**config.mk**
```make
export PLATFORM = sky130hd
export DESIGN_NAME = program_loader
export DESIGN_NICKNAME = d
export VERILOG_FILES = /design/src/rtl/program_loader.sv
export SDC_FILE = /design/constraint.sdc
export NUM_CORES = 1
export LEC_CHECK = 0
export ABC_AREA = 0
export CAP_MARGIN = 0
export CORE_MARGIN = 10
export CORE_UTILIZATION = 35
export DETAILED_ROUTE_END_ITERATION = 7
export PLACE_DENSITY = 0.54
export SLEW_MARGIN = 30
export SYNTH_ARGS = -nofsm -noshare
export SYNTH_HDL_FRONTEND = slang
export SYNTH_SLANG_ARGS = --single-unit
```
**constraint.sdc**
```tcl
create_clock -name clk -period 3.6 [get_ports clk]
set_input_delay 0.36 -clock clk [delete_from_list [all_inputs] [get_ports clk]]
set_output_delay 0.36 -clock clk [all_outputs]
set_load 0.02 [all_outputs]
```
**src/rtl/program_loader.sv**
```systemverilog
// Reloads the MC14500B text memory from a byte stream while holding the core in reset.
// Define PROGRAM_LOADER_CHECKSUM_EN to require a trailing XOR checksum byte.
module program_loader #(
   parameter int ADDR = 8,
   parameter int CODE = 4,
   parameter int WORD = ADDR + CODE
) (
   input  logic            clk,
   input  logic            reset,
   input  logic            start,
   input  logic            abort,
   input  logic [7:0]      rx_data,
   input  logic            rx_valid,
   output logic            rx_ready,
   output logic            program_write,
   output logic [ADDR-1:0] program_addr,
   output logic [WORD-1:0] program_cmd,
   output logic            cpu_hold,
   output logic            busy,
   output logic            done,
   output logic            error
);

   typedef enum logic [2:0] {
      S_IDLE,
      S_HDR,
      S_HI,
      S_LO,
      S_WRITE,
`ifdef PROGRAM_LOADER_CHECKSUM_EN
      S_CSUM,
`endif
      S_FINISH
   } state_t;

   state_t          state_q, state_d;
   logic [ADDR:0]   remaining_q, remaining_d;
   logic [ADDR-1:0] addr_q, addr_d;
   logic [WORD-1:0] cmd_q, cmd_d;
   logic [WORD-9:0] hi_q, hi_d;
   logic            rx_ready_q, rx_ready_d;
   logic            write_q, write_d;
   logic            hold_q, hold_d;
   logic            busy_q, busy_d;
   logic            done_q, done_d;
   logic            error_q, error_d;
`ifdef PROGRAM_LOADER_CHECKSUM_EN
   logic [7:0]      acc_q, acc_d;
`endif

   logic xfer;
   assign xfer = rx_valid && rx_ready_q;

   always_comb begin
      state_d     = state_q;
      remaining_d = remaining_q;
      addr_d      = addr_q;
      cmd_d       = cmd_q;
      hi_d        = hi_q;
      hold_d      = hold_q;
      done_d      = done_q;
      error_d     = error_q;
`ifdef PROGRAM_LOADER_CHECKSUM_EN
      acc_d       = acc_q;
      if (xfer) begin
         acc_d = acc_q ^ rx_data;
      end
`endif

      case (state_q)
         S_IDLE: begin
            if (start) begin
               state_d = S_HDR;
               hold_d  = 1'b1;
               done_d  = 1'b0;
               error_d = 1'b0;
               addr_d  = '0;
`ifdef PROGRAM_LOADER_CHECKSUM_EN
               acc_d   = '0;
`endif
            end
         end
         S_HDR: begin
            if (xfer) begin
               // A zero header means a full 256-word image
               remaining_d = (rx_data == 8'd0) ? (ADDR+1)'(256) : (ADDR+1)'(rx_data);
               state_d     = S_HI;
            end
         end
         S_HI: begin
            if (xfer) begin
               hi_d    = rx_data[WORD-9:0];
               state_d = S_LO;
            end
         end
         S_LO: begin
            if (xfer) begin
               cmd_d   = {hi_q, rx_data};
               state_d = S_WRITE;
            end
         end
         S_WRITE: begin
            if (remaining_q == (ADDR+1)'(1)) begin
`ifdef PROGRAM_LOADER_CHECKSUM_EN
               state_d = S_CSUM;
`else
               state_d = S_FINISH;
`endif
            end else begin
               addr_d      = addr_q + 1'b1;
               remaining_d = remaining_q - 1'b1;
               state_d     = S_HI;
            end
         end
`ifdef PROGRAM_LOADER_CHECKSUM_EN
         S_CSUM: begin
            if (xfer) begin
               if ((acc_q ^ rx_data) == 8'd0) begin
                  state_d = S_FINISH;
               end else begin
                  state_d = S_IDLE;
                  error_d = 1'b1;
               end
            end
         end
`endif
         S_FINISH: begin
            state_d = S_IDLE;
            done_d  = 1'b1;
            hold_d  = 1'b0;
         end
         default: begin
            state_d = S_IDLE;
         end
      endcase

      // Abort keeps the core held so a partial image never executes
      if (abort && (state_q != S_IDLE)) begin
         state_d = S_IDLE;
         error_d = 1'b1;
         done_d  = 1'b0;
         hold_d  = 1'b1;
      end

      rx_ready_d = (state_d == S_HDR) || (state_d == S_HI) || (state_d == S_LO);
`ifdef PROGRAM_LOADER_CHECKSUM_EN
      rx_ready_d = rx_ready_d || (state_d == S_CSUM);
`endif
      write_d = (state_d == S_WRITE);
      busy_d  = (state_d != S_IDLE);
   end

   always_ff @(posedge clk or negedge reset) begin
      if (!reset) begin
         state_q     <= S_IDLE;
         remaining_q <= '0;
         addr_q      <= '0;
         cmd_q       <= '0;
         hi_q        <= '0;
         rx_ready_q  <= 1'b0;
         write_q     <= 1'b0;
         hold_q      <= 1'b0;
         busy_q      <= 1'b0;
         done_q      <= 1'b0;
         error_q     <= 1'b0;
`ifdef PROGRAM_LOADER_CHECKSUM_EN
         acc_q       <= '0;
`endif
      end else begin
         state_q     <= state_d;
         remaining_q <= remaining_d;
         addr_q      <= addr_d;
         cmd_q       <= cmd_d;
         hi_q        <= hi_d;
         rx_ready_q  <= rx_ready_d;
         write_q     <= write_d;
         hold_q      <= hold_d;
         busy_q      <= busy_d;
         done_q      <= done_d;
         error_q     <= error_d;
`ifdef PROGRAM_LOADER_CHECKSUM_EN
         acc_q       <= acc_d;
`endif
      end
   end

   assign rx_ready      = rx_ready_q;
   assign program_write = write_q;
   assign program_addr  = addr_q;
   assign program_cmd   = cmd_q;
   assign cpu_hold      = hold_q;
   assign busy          = busy_q;
   assign done          = done_q;
   assign error         = error_q;

endmodule

```
Yosys cells after proc, flatten, opt, wreduce, memory -nomap -nowiden

Cells that the tools add are included.

Equality and inequality tests: 14
Mux-type cells: 22
Add/subtract/negate cells: 2
Reduce and logical (&&, ||, !) cells: 19

Operators by type and width:

| cell                                             | number |
|---|---|
| 2-to-1 mux 9 bit                                 | 3 |
| 2-to-1 mux 3 bit                                 | 6 |
| one-hot mux 9 bit (2 select lines)               | 1 |
| 2-to-1 mux 8 bit                                 | 2 |
| one-hot mux 8 bit (2 select lines)               | 1 |
| one-hot mux 3 bit (5 select lines)               | 1 |
| == test 3 x 2 -> 1 bit, second input constant    | 4 |
| == test 3 bit, second input constant             | 3 |
| == test 9 x 1 -> 1 bit, second input constant    | 1 |
| nonzero test 3 bit                               | 3 |
| subtractor 9 x 1 -> 9 bit, second input constant | 1 |
| adder 8 x 1 -> 8 bit, second input constant      | 1 |
| zero test 8 bit                                  | 1 |
| AND reduction 2 bit                              | 4 |
| nonzero test 2 bit                               | 4 |
| == test 3 x 1 -> 1 bit, second input constant    | 2 |
| 2-to-1 mux 1 bit                                 | 6 |
| inequality test 2 bit, second input constant     | 3 |
| AND reduction 3 bit                              | 2 |
| one-hot mux 1 bit (2 select lines)               | 2 |
| zero test 3 bit                                  | 1 |
| inequality test 3 bit, second input constant     | 1 |
| logical AND 1 bit                                | 2 |
| logical OR 1 bit                                 | 2 |

Output and inout port bits: 26
Word-level logic and storage cells: 68
Register bits: 42
Input port bits: 13

Logic depth before layout (Yosys ltp)

Depth after elaboration: 7
Gate-level depth with buffers: 7
Mapped depth without buffers: 6

Least setup slack after synthesis

Ideal clock, no wire load.

Path kind: flip-flop to flip-flop
From: register remaining_q[1]
To: register remaining_q[1]
Setup time: 0.125 ns
Path buffers: 1
Arrival time: 1.900 ns
Stages on the path, launching flop included: 8
Setup slack: 1.575 ns
Period minus slack after synthesis: 2.025 ns
Required time: 3.475 ns
Cells stage by stage: dfrtp_1 > inv_1 > ha_1 > or3b_1 > or3_1 > buf_6 > a21oi_4 > mux2_4

Longest elaborated chain between the ends: 3
Elaborated cells between the ends (all ways): 6
Classes of those cells: add/sub (1); eq/ne (2); mux (2); reduce/logical (1)

RTL lines:

| item                                                                             | line     | RTL |
|---|---|---|
| from (decl)                                                                      | 37       | `logic [ADDR:0] remaining_q, remaining_d;` |
| from (signal assigned)                                                           | 171      | `remaining_q <= remaining_d;` |
| subtractor 9 x 1 -> 9 bit / == test 9 x 1 -> 1 bit (equally long branches)       | 111, 103 |  |
| 2-to-1 mux 9 bit / inequality test 2 bit (equally long branches)                 | -        |  |
| one-hot mux 9 bit (2 select lines) / AND reduction 3 bit (equally long branches) | -        |  |

Several ways; a longest one is shown, not always the timed one. The select of a mux whose other input is x is not followed.
A chain may end at the register's enable or synchronous reset.

Worst setup path in the final report

Ends and elaborated chain as after synthesis.

==> impl_metrics.env <==
export IMPL_status="complete, no violations"
export IMPL_slew_violations=0
export IMPL_crit_required_ns=3.78
export IMPL_start_kind="flip-flop"
export IMPL_grt_max_degree=43
export IMPL_num_vias=1715
export IMPL_grt_pass1_vias=1635
export IMPL_max_cap_violations=0
export IMPL_synth_xor_area_frac=0
export IMPL_wl_mm=5.19
export IMPL_antenna_left=0
export IMPL_synth_fa_ha_area_frac=0.0174
export IMPL_first_pass_iters=4
export IMPL_yosys_area_share_simple=0.213
export IMPL_leakage_uw=0.00108
export IMPL_syn_area_per_cell_um2=10.5
export IMPL_clockBufferDepth=2
export IMPL_path_clk_slew_ns=0.08
export IMPL_power_density_nw_per_um2=655
export IMPL_fin_skew_ns=0.00416
export IMPL_routedWlPerCell_um=16.4
export IMPL_fillCellCount=611
export IMPL_crit_path_end_kind="flip-flop"
export IMPL_synth_top_family_by_area="simple AND/OR/NAND/NOR gates"
export IMPL_min_period_over_period=0.639
export IMPL_grtUsageTotal=0.106
export IMPL_grt_pass1_wl_mm=8.60
export IMPL_rsz0062_at_grt="no"
export IMPL_yosys_area_top_type_share=0.486
export IMPL_ios=39
export IMPL_synth_fp_nets=221
export IMPL_yosys_area_top_type="dfrtp_1"
export IMPL_portBuffers=38
export IMPL_die_x_um=98.6
export IMPL_ir_drop_mv=0.311
export IMPL_final_nets=257
export IMPL_synth_compound_area_frac=0.150
export IMPL_synthTopCellsByArea="dfrtp_1, mux2_2, nand3_1, nand2_1, o21ai_0"
export IMPL_slew_headroom=0.476
export IMPL_final_common_cell="dfrtp_1"
export IMPL_tns_ns=0
export IMPL_hold_violations=0
export IMPL_layout_common_cells="dfrtp_1, clkdlybuf4s50_1, nand2_1, mux2_2, nand3_1"
export IMPL_cp_arrival_ns=2.49
export IMPL_cts_setup_buffers=0
export IMPL_setup_violations=0
export IMPL_hold_ws_ns=0.0440
export IMPL_antenna_found_initial=0
export IMPL_ys_seq_elements=42
export IMPL_tritoncts="built"
export IMPL_coreArea_um2=5960
export IMPL_worst_pin_slew_ns=0.783
export IMPL_fin_crit_ns=2.30
export IMPL_syn_area_um2=2160
export IMPL_cts_htree_levels=2
export IMPL_dpl_hpwl_mm=3.76
export IMPL_critical_path_class="flip-flop to flip-flop"
export IMPL_hp_class="input port to asynchronous set/reset pin"
export IMPL_die_y_um=98.6
export IMPL_ys_warn_count=0
export IMPL_use_met2=0.165
export IMPL_drc=0
export IMPL_clkSinkCount=42
export IMPL_clockRootBuffer="clkbuf_8"
export IMPL_synthCells=205
export IMPL_synthMuxAreaShare=0.104
export IMPL_start_util=0.363
export IMPL_rows=28
export IMPL_insertion_delay_ns=0.29
export IMPL_cts_hold_buf=0
export IMPL_vias_per_cell=5.43
export IMPL_fmax_mhz=434
export IMPL_cts_resized_gates=0
export IMPL_syn_to_final_growth_pct=25.9
export IMPL_dieArea_um2=9720
export IMPL_grt_busiest_layer="met2"
export IMPL_cts_buffers=5
export IMPL_synth_distinct_cells=47
export IMPL_gp_congestion=0.806
export IMPL_grt_use_met3=0.0265
export IMPL_seq_area_frac_synth=0.486
export IMPL_path_max_fanout=7
export IMPL_grt_overflow=0
export IMPL_final_layout_size_suffix_gt1_frac=0.158
export IMPL_antennaDiodeCount=0
export IMPL_met1_usage=0.138
export IMPL_drt_iter0_drc=78
cell usage after synthesis, drive strengths merged:
master   instances
and3             1
clkbuf           7
o31ai            5
o21a             1
o2111ai          1
or4b             1
or2              1
a21oi           10
nor3             5
or3              3
o221ai           1
o311ai           4
or3b             2
mux2i            3
dfrtp           42
nand4b           1
nor4b            2
nand2b           4
nand3b           2
o31a             1
o211ai           6
nand3           14
a22oi            2
a21bo            1
nor2b            3
o32a             1
inv              4
and2             1
o21ai           10
nand2           16
nor2            12
or4              1
ha               3
nor4             5
mux2            17
buf              3
nand4            3
a32oi            2
nor3b            3
a31o             1
report_power, final:
group / total, uW / internal [uW] / leakage [uW] / switching, uW
clock: 380 / 222 / 0.0000573 / 158
sequential: 770 / 614 / 0.000543 / 156
combinational: 632 / 317 / 0.000483 / 315
total: 1780 / 1150 / 0.00108 / 629
area by class of cell:
type | instances | area [um^2] | area share
sequential | 42 | 1050 | 0.386
clock inverter | 1 | 30.0 | 0.0110
tap | 75 | 93.8 | 0.0345
timing repair buffer | 39 | 385 | 0.142
clock buffer | 6 | 82.6 | 0.0304
multi-input combinational | 149 | 1060 | 0.391
inverter | 4 | 15.0 | 0.00552
kinds of logic after synthesis:
family | Yosys count
adder cells (fa/ha/maj) | 3
flip-flops | 42
buffers and inverters | 14
AO/OA/AOI/OAI | 46
multiplexers | 20
AND/OR/NAND/NOR | 80
critical path: stages, from the launching register on:
cell and delay (ns):
dfrtp_1 0.44, inv_1 0.10, ha_1 0.15, or3b_1 0.39, or3_1 0.48, a21oi_4 0.31
mux2_4 0.32
final timing paths:
check,from,endpoint,slack [ns],depth (start not counted)
min in group clk,program_cmd[2],program_cmd[2],0.51,1
max,remaining_q[1],remaining_q[1],1.30,6
max reg2reg,remaining_q[1],remaining_q[1],1.30,6
min,reset,program_write,0.04,1
max in group asynchronous,reset,remaining_q[2],3.17,1
min reg2reg,program_cmd[2],program_cmd[2],0.51,1
stage by stage:
| step | utilization | area (um^2) | setup WS [ns] | power (uW) | std cells |
|---|---|---|---|---|---|
| 3_5_place_dp | 0.436 | 2600 | 1.21 | 1410 | 309 |
| 2_1_floorplan | - | 2160 | 1.57 | 1160 | 205 |
| 4_1_cts | 0.455 | 2710 | 1.23 | 1800 | 316 |
| 5_1_grt | 0.457 | 2720 | 1.20 | 1910 | 316 |
| 3_3_place_gp | 0.436 | 2590 | 1.22 | 1410 | 309 |
| 6_report | 0.457 | 2720 | 1.30 | 1780 | 316 |
metal layers:
layer  vias to the layer above  wire, um  part of all wire
met3                         7       183             0.035
met5                         -         0                 0
met1                       849      2380              0.46
met4                         0        77             0.015
met2                        18      2540              0.49
li1                        841         -                 -
flip-flops by register name (all words and copies together), names as in the netlist:
name,cells
program_cmd,12
remaining_q,9
program_addr,8
hi_q,4
state_q,3
busy,1
cpu_hold,1
done,1
error,1
program_write,1
rx_ready,1
(Power assumes the default switching activity.)
